===== src/rtl/usr.sv =====
// Universal shift register: STEP-bit logical/arithmetic shifts, load, clear, optional rotate.
// Define USR_ROTATE_EN to build ROL/ROR; otherwise those codes behave as HOLD.
module usr #(
    parameter int WIDTH = 8,
    parameter int STEP  = 1
) (
    input  logic                               clk,
    input  logic                               reset,
    input  logic                               en,
    input  logic [2:0]                         op,
    input  logic [STEP-1:0]                    shift_in,
    input  logic [WIDTH-1:0]                   load_data,
    output logic [WIDTH-1:0]                   shift_out,
    output logic [STEP-1:0]                    eject,
    output logic [$clog2(WIDTH/STEP+1)-1:0]    count,
    output logic                               done
);

    localparam int CW     = $clog2(WIDTH/STEP+1);
    localparam int NSHIFT = WIDTH / STEP;
    localparam logic [CW-1:0] NSHIFT_C = CW'(NSHIFT);

    if (WIDTH < 2 || STEP < 1 || STEP >= WIDTH || (WIDTH % STEP) != 0) begin : g_bad_params
        $error("usr: illegal WIDTH/STEP combination");
    end

    typedef enum logic [2:0] {
        OP_HOLD  = 3'b000,
        OP_SHL   = 3'b001,
        OP_SHR   = 3'b010,
        OP_ASR   = 3'b011,
        OP_LOAD  = 3'b100,
        OP_ROL   = 3'b101,
        OP_ROR   = 3'b110,
        OP_CLEAR = 3'b111
    } op_e;

    logic [WIDTH-1:0] r_q, r_d;
    logic [STEP-1:0]  eject_q, eject_d;
    logic [CW-1:0]    count_q, count_d, count_inc;
    logic             done_q, done_d;

    // Saturating increment: shifts after done keep moving data but never wrap the count.
    assign count_inc = (count_q == NSHIFT_C) ? count_q : count_q + CW'(1);

    always_comb begin
        // NOTE: every signal gets a default first so no path leaves it unassigned (no latch).
        r_d     = r_q;
        eject_d = eject_q;
        count_d = count_q;
        if (en) begin
            case (op_e'(op))
                OP_SHL: begin
                    r_d     = {r_q[WIDTH-STEP-1:0], shift_in};
                    eject_d = r_q[WIDTH-1 -: STEP];
                    count_d = count_inc;
                end
                OP_SHR: begin
                    r_d     = {shift_in, r_q[WIDTH-1:STEP]};
                    eject_d = r_q[STEP-1:0];
                    count_d = count_inc;
                end
                OP_ASR: begin
                    r_d     = {{STEP{r_q[WIDTH-1]}}, r_q[WIDTH-1:STEP]};
                    eject_d = r_q[STEP-1:0];
                    count_d = count_inc;
                end
                OP_LOAD: begin
                    r_d     = load_data;
                    count_d = '0;
                end
`ifdef USR_ROTATE_EN
                OP_ROL: begin
                    r_d     = {r_q[WIDTH-STEP-1:0], r_q[WIDTH-1 -: STEP]};
                    eject_d = r_q[WIDTH-1 -: STEP];
                    count_d = count_inc;
                end
                OP_ROR: begin
                    r_d     = {r_q[STEP-1:0], r_q[WIDTH-1:STEP]};
                    eject_d = r_q[STEP-1:0];
                    count_d = count_inc;
                end
`endif
                OP_CLEAR: begin
                    r_d     = '0;
                    eject_d = '0;
                    count_d = '0;
                end
                default: ;
            endcase
        end
        done_d = (count_d == NSHIFT_C);
    end

    always_ff @(posedge clk) begin
        // NOTE: non-blocking assignments so every flop samples pre-edge values.
        if (reset) begin
            r_q     <= '0;
            eject_q <= '0;
            count_q <= '0;
            done_q  <= 1'b0;
        end else begin
            r_q     <= r_d;
            eject_q <= eject_d;
            count_q <= count_d;
            done_q  <= done_d;
        end
    end

    assign shift_out = r_q;
    assign eject     = eject_q;
    assign count     = count_q;
    assign done      = done_q;

endmodule


===== config.mk =====
export PLATFORM = sky130hd
export DESIGN_NAME = usr
export DESIGN_NICKNAME = d
export VERILOG_FILES = /design/src/rtl/usr.sv
export SDC_FILE = /design/constraint.sdc
export NUM_CORES = 1
export LEC_CHECK = 0
export CAP_MARGIN = 20
export CORE_MARGIN = 2
export CORE_UTILIZATION = 42
export DETAILED_ROUTE_END_ITERATION = 10
export PLACE_DENSITY = 0.72
export SETUP_SLACK_MARGIN = 0.3
export SLEW_MARGIN = 5
export SYNTH_ARGS = -nofsm -noshare
export SYNTH_HDL_FRONTEND = slang
export SYNTH_SLANG_ARGS = --single-unit

===== constraint.sdc =====
create_clock -name clk -period 1.5 [get_ports clk]
set_input_delay 0.3 -clock clk [delete_from_list [all_inputs] [get_ports clk]]
set_output_delay 0.3 -clock clk [all_outputs]
set_load 0.1 [all_outputs]

==> impl_metrics.json, run 1 <==
{
  "status": "stopped before the end",
  "clock_sinks": 14,
  "synthTopCellsByArea": "dfxtp_1 (28%), a221oi_1 (6.9%), mux2i_1 (6.9%)",
  "worst_endpoint": "done$_SDFF_PP0_/D",
  "synth_cells": 110,
  "avgSynthCellArea_sq_um": 9.25,
  "yosysUniqueCellTypes": 42,
  "dp_hpwl_mm": 2.45,
  "synth_top_area_share_pct": 27.6,
  "lastStage": "5_1_grt",
  "row_count": 17,
  "ys_seq_area_share_pct": 27.6,
  "ioPinCount": 29,
  "die_h_um": 53.2,
  "io_buffer_count": 28,
  "cts_buffers": 3,
  "worstEpCategory": "register input",
  "ctsLongestPathBuffers": 2,
  "cts-htree-levels": 1,
  "fp.dieW_um": 53.2,
  "synthesis.nets": 128,
  "yosysWarnings": 0,
  "place.gp.congestion": 0.821,
  "synth_top_area_cell": "dfxtp_1",
  "start_util_pct": 45.1,
  "first-error": "[ERROR DPL-0038] Utilization greater than 100%, impossible to legalize",
  "synth_seq_cells": 14,
  "netlist_area_sq_mm": 0.00102,
  "clock-root-buffer": "clkbuf_4",
  "grt_max_degree": 14
}
==> through the flow <==
step | cell area [sq um] | util [%] | worst slack [ns] | cells
CTS | 2050 | 90.8 | 0.0759 | 208
detailed placement | 1780 | 78.7 | -0.563 | 188
global placement | 1780 | 78.7 | -0.537 | 188
floorplan | 1170 | - | -0.0209 | 110
==> synth_stat cells (all sizes together) <==
cell / instances
dfxtp: 14
nor2: 14
a211oi: 9
a221oi: 8
inv: 8
mux2i: 7
nor2b: 5
a21oi: 4
buf: 4
clkbuf: 4
nand2: 3
nand2b: 3
ha: 2
nor4bb: 2
o221ai: 2
a21boi: 1
a22o: 1
a22oi: 1
a311oi: 1
a32oi: 1
and3b: 1
fa: 1
mux2: 1
nand3: 1
nand3b: 1
nand4: 1
nand4b: 1
nor3: 1
nor4b: 1
o2111ai: 1
o211ai: 1
o21bai: 1
o311ai: 1
or4: 1
or4b: 1
xnor2: 1
==> cells by family after synthesis <==
| logic type | count (synthesis) | share of synthesized area, % |
|---|---|---|
| xor gates and xnor gates | 1 | 0.861 |
| adders and majority gates | 3 | 4.43 |
| and+or+nand+nor | 36 | 21.3 |
| buffers and inverters | 16 | 7.87 |
| DFF | 14 | 27.6 |
| muxes | 8 | 8.00 |
| AOI/OAI and AO/OA | 32 | 30.0 |
==> repair_timing <==
| item | in CTS |
|---|---|
| gates cloned | 1 |
| setup buffers | 15 |
| pin swaps | 16 |
| setup endpoints to repair | 16 |
| resized for setup | 52 |
| hold buffers | 0 |
==> inputs of run 2 (changes only) <==
--- a/config.mk
+++ b/config.mk
@@ -6,11 +6,10 @@
 export NUM_CORES = 1
 export LEC_CHECK = 0
 export CAP_MARGIN = 20
-export CORE_MARGIN = 2
-export CORE_UTILIZATION = 42
+export CORE_AREA = 2 2 63 65
 export DETAILED_ROUTE_END_ITERATION = 10
-export PLACE_DENSITY = 0.72
-export SETUP_SLACK_MARGIN = 0.3
+export DIE_AREA = 0 0 65 67
+export PLACE_DENSITY_LB_ADDON = 0.15
 export SLEW_MARGIN = 5
 export SYNTH_ARGS = -nofsm -noshare
 export SYNTH_HDL_FRONTEND = slang
==> constraint.sdc (replaced) <==
create_clock -name clk -period 1.95 [get_ports clk]
set_input_delay 0.39 -clock clk [delete_from_list [all_inputs] [get_ports clk]]
set_output_delay 0.39 -clock clk [all_outputs]
set_load 0.1 [all_outputs]
==> impl_metrics.json, run 2 <==
{
  "insertion_delay_ns": 0.25,
  "p_per_area_mw_per_mm2": 644,
  "path_max_fanout": 8,
  "final_common_cell": "buf_4",
  "p_leak_nw": 0.655,
  "critPathBufInv": 2,
  "nNetsFinal": 175,
  "synthesis.nets": 128,
  "end_kind": "register",
  "drc_errors": 0,
  "grt_overflow_total": 0,
  "min_path_type": "register to register",
  "async_flop_share_pct": 0,
  "synth_ff_type": "dfxtp_1",
  "rsz0062_at_grt": "no",
  "fin_skew_ns": 0.00125,
  "drtPass1Iterations": 4,
  "yosysWarnings": 0,
  "vias": 1008,
  "largest_reg_flops": 8,
  "ioPinCount": 29,
  "place.gp.congestion": 0.819,
  "cts_tree": "done",
  "finalWirelength_mm": 2.76,
  "hold_depth": 2,
  "relSlewSlack_pct": 76.0,
  "synth_cells": 110,
  "regArea_sq_um": 285,
  "antenna_left": 0,
  "synth_top_area_cell": "dfxtp_1",
  "ys_seq_area_share_pct": 27.6,
  "final_util_pct": 44.7,
  "antenna_found_initial": 0,
  "worst_pin_slew_ns": 0.358,
  "dp_hpwl_mm": 2.11,
  "synth_top_area_share_pct": 27.6,
  "yosysUniqueCellTypes": 42,
  "drv_slew": 0,
  "reg2reg_depth": 6,
  "period_share_pct": 93.6,
  "fp.dieW_um": 65,
  "irDropWorstVdd_v": 0.000208,
  "cp_slowest_cell": "clkdlybuf4s50_1",
  "grt_pass1_vias": 1074,
  "fin_ws_ns": 0.124,
  "path_delay_family": "buffers and inverters",
  "routed_via_density": 4.94,
  "io_buffer_count": 28,
  "netlist_area_sq_mm": 0.00102,
  "status": "finished, final reports clean",
  "synth_edf_count": 0,
  "clk_pin_slew_ns": 0.06,
  "synthTopCellsByArea": "dfxtp_1 (28%), a221oi_1 (6.9%), mux2i_1 (6.9%)",
  "globalRouteTotalUtil_pct": 14.6,
  "dr.first_iter.drc_count": 52,
  "drv_cap": 0,
  "max_freq_ghz": 0.548,
  "multiInputGateArea_sq_um": 667,
  "nFillCells": 362,
  "critPathMaxStageDelay_ns": 0.54,
  "dpl.cell_count": 199,
  "holdWs_ns": 0.516,
  "min_period_ns": 1.83,
  "start_util_pct": 28.2,
  "setup_violations": 0,
  "hold_violations": 0,
  "fp.coreArea_sq_mm": 0.00361,
  "ctsLongestPathBuffers": 2,
  "startpoint_type": "input pin",
  "avgSynthCellArea_sq_um": 9.25,
  "worstSetupPathType": "input pin to register",
  "clock_sinks": 14,
  "finalNonFillerCells": 204,
  "grt_pass1_wl_mm": 4.86,
  "clock-root-buffer": "clkbuf_8",
  "cp_cell_sequence": "clkdlybuf4s50_1, and3b_1, a211oi_4, buf_4, nor2_1, a211oi_1",
  "diodes": 0,
  "arrival_ns": 2.00,
  "crit_cells": 6,
  "drive_above_1_share_pct": 36.5,
  "dieArea_sq_mm": 0.00436,
  "crit_required_ns": 2.12,
  "cts-htree-levels": 1,
  "synth.cells.most_frequent": "dfxtp_1 (14), nor2_1 (14), a221oi_1 (8), inv_1 (8), mux2i_1 (7)",
  "row_count": 22,
  "pre_cts_slack_ns": -0.194,
  "area_growth_pct": 58.5,
  "cts_buffers": 3,
  "synth_seq_cells": 14,
  "grt_max_degree": 14,
  "die_h_um": 67,
  "layout_common_cells": "buf_4 (28), nor2_1 (14), clkdlybuf4s50_1 (12), dfxtp_1 (10)",
  "wl_per_cell_um": 13.5
}
==> run 2: cell counts after synthesis <==
Identical to the previous run, type by type.
==> run 2: worst register-to-register path: cells and delay by family, from the launching register on <==
family                     cells  cell delay, ns
DFF                            1            0.39
AOI/OAI and AO/OA              2            0.38
and+or+nand+nor                2            0.36
adders and majority gates      1            0.22
buffers and inverters          1            0.09
==> run 2: report_power, final <==
| part | switching (mW) | internal (mW) | total, mW | leakage, nW |
|---|---|---|---|---|
| clock network | 0.112 | 0.179 | 0.291 | 0.0288 |
| registers | 0.0337 | 0.305 | 0.339 | 0.117 |
| logic | 0.237 | 0.171 | 0.409 | 0.510 |
| total | 0.383 | 0.656 | 1.04 | 0.655 |
==> run 2: path summary, 6_finish.rpt <==
check / start / end / slack [ns]
min reg2reg: eject / eject / 0.52
max: op[0] / shift_out[2] / 0.12
min: eject / eject / 0.52
max reg2reg: count[0] / done / 0.44
==> run 2: layer usage <==
metal / wire (um) / global-route usage, % / share of wire (%)
met5: 0 / 0 / 0
met4: 42 / 5.85 / 1.5
met3: 145 / 3.38 / 5.3
met2: 1310 / 24.6 / 47
met1: 1260 / 17.9 / 46
==> run 2: area by class of cell <==
class / instances / share of cell area [%]
sequential: 14 / 17.7
timing repair buffer: 50 / 32.0
tap: 48 / 3.72
multi-input combinational: 80 / 41.3
inverter: 8 / 1.86
clock buffer: 4 / 3.41
==> run 2: cell families after synthesis <==
group,count (synthesis),share of synthesized area (%)
AOI/OAI and AO/OA,32,30.0
adders and majority gates,3,4.43
xor gates and xnor gates,1,0.861
muxes,8,8.00
DFF,14,27.6
and+or+nand+nor,36,21.3
buffers and inverters,16,7.87
==> run 2: per-stage QoR <==
| stage | power [mW] | area [sq um] | TNS [ns] |
|---|---|---|---|
| 2_1_floorplan | 0.589 | 1020 | 0 |
| 3_3_place_gp | 0.750 | 1540 | -1.50 |
| 3_5_place_dp | 0.751 | 1540 | -1.93 |
| 4_1_cts | 1.04 | 1590 | 0 |
| 5_1_grt | 1.09 | 1610 | 0 |
| 6_report | 1.04 | 1610 | 0 |
==> run 2: timing repair <==
| item | CTS | global route |
|---|---|---|
| resized for setup | 0 | 5 |
| hold buffers | 0 | 0 |
| setup buffers | 0 | 1 |
| setup endpoints to repair | 0 | 5 |
Note: power is estimated with default switching activity, not from simulation.
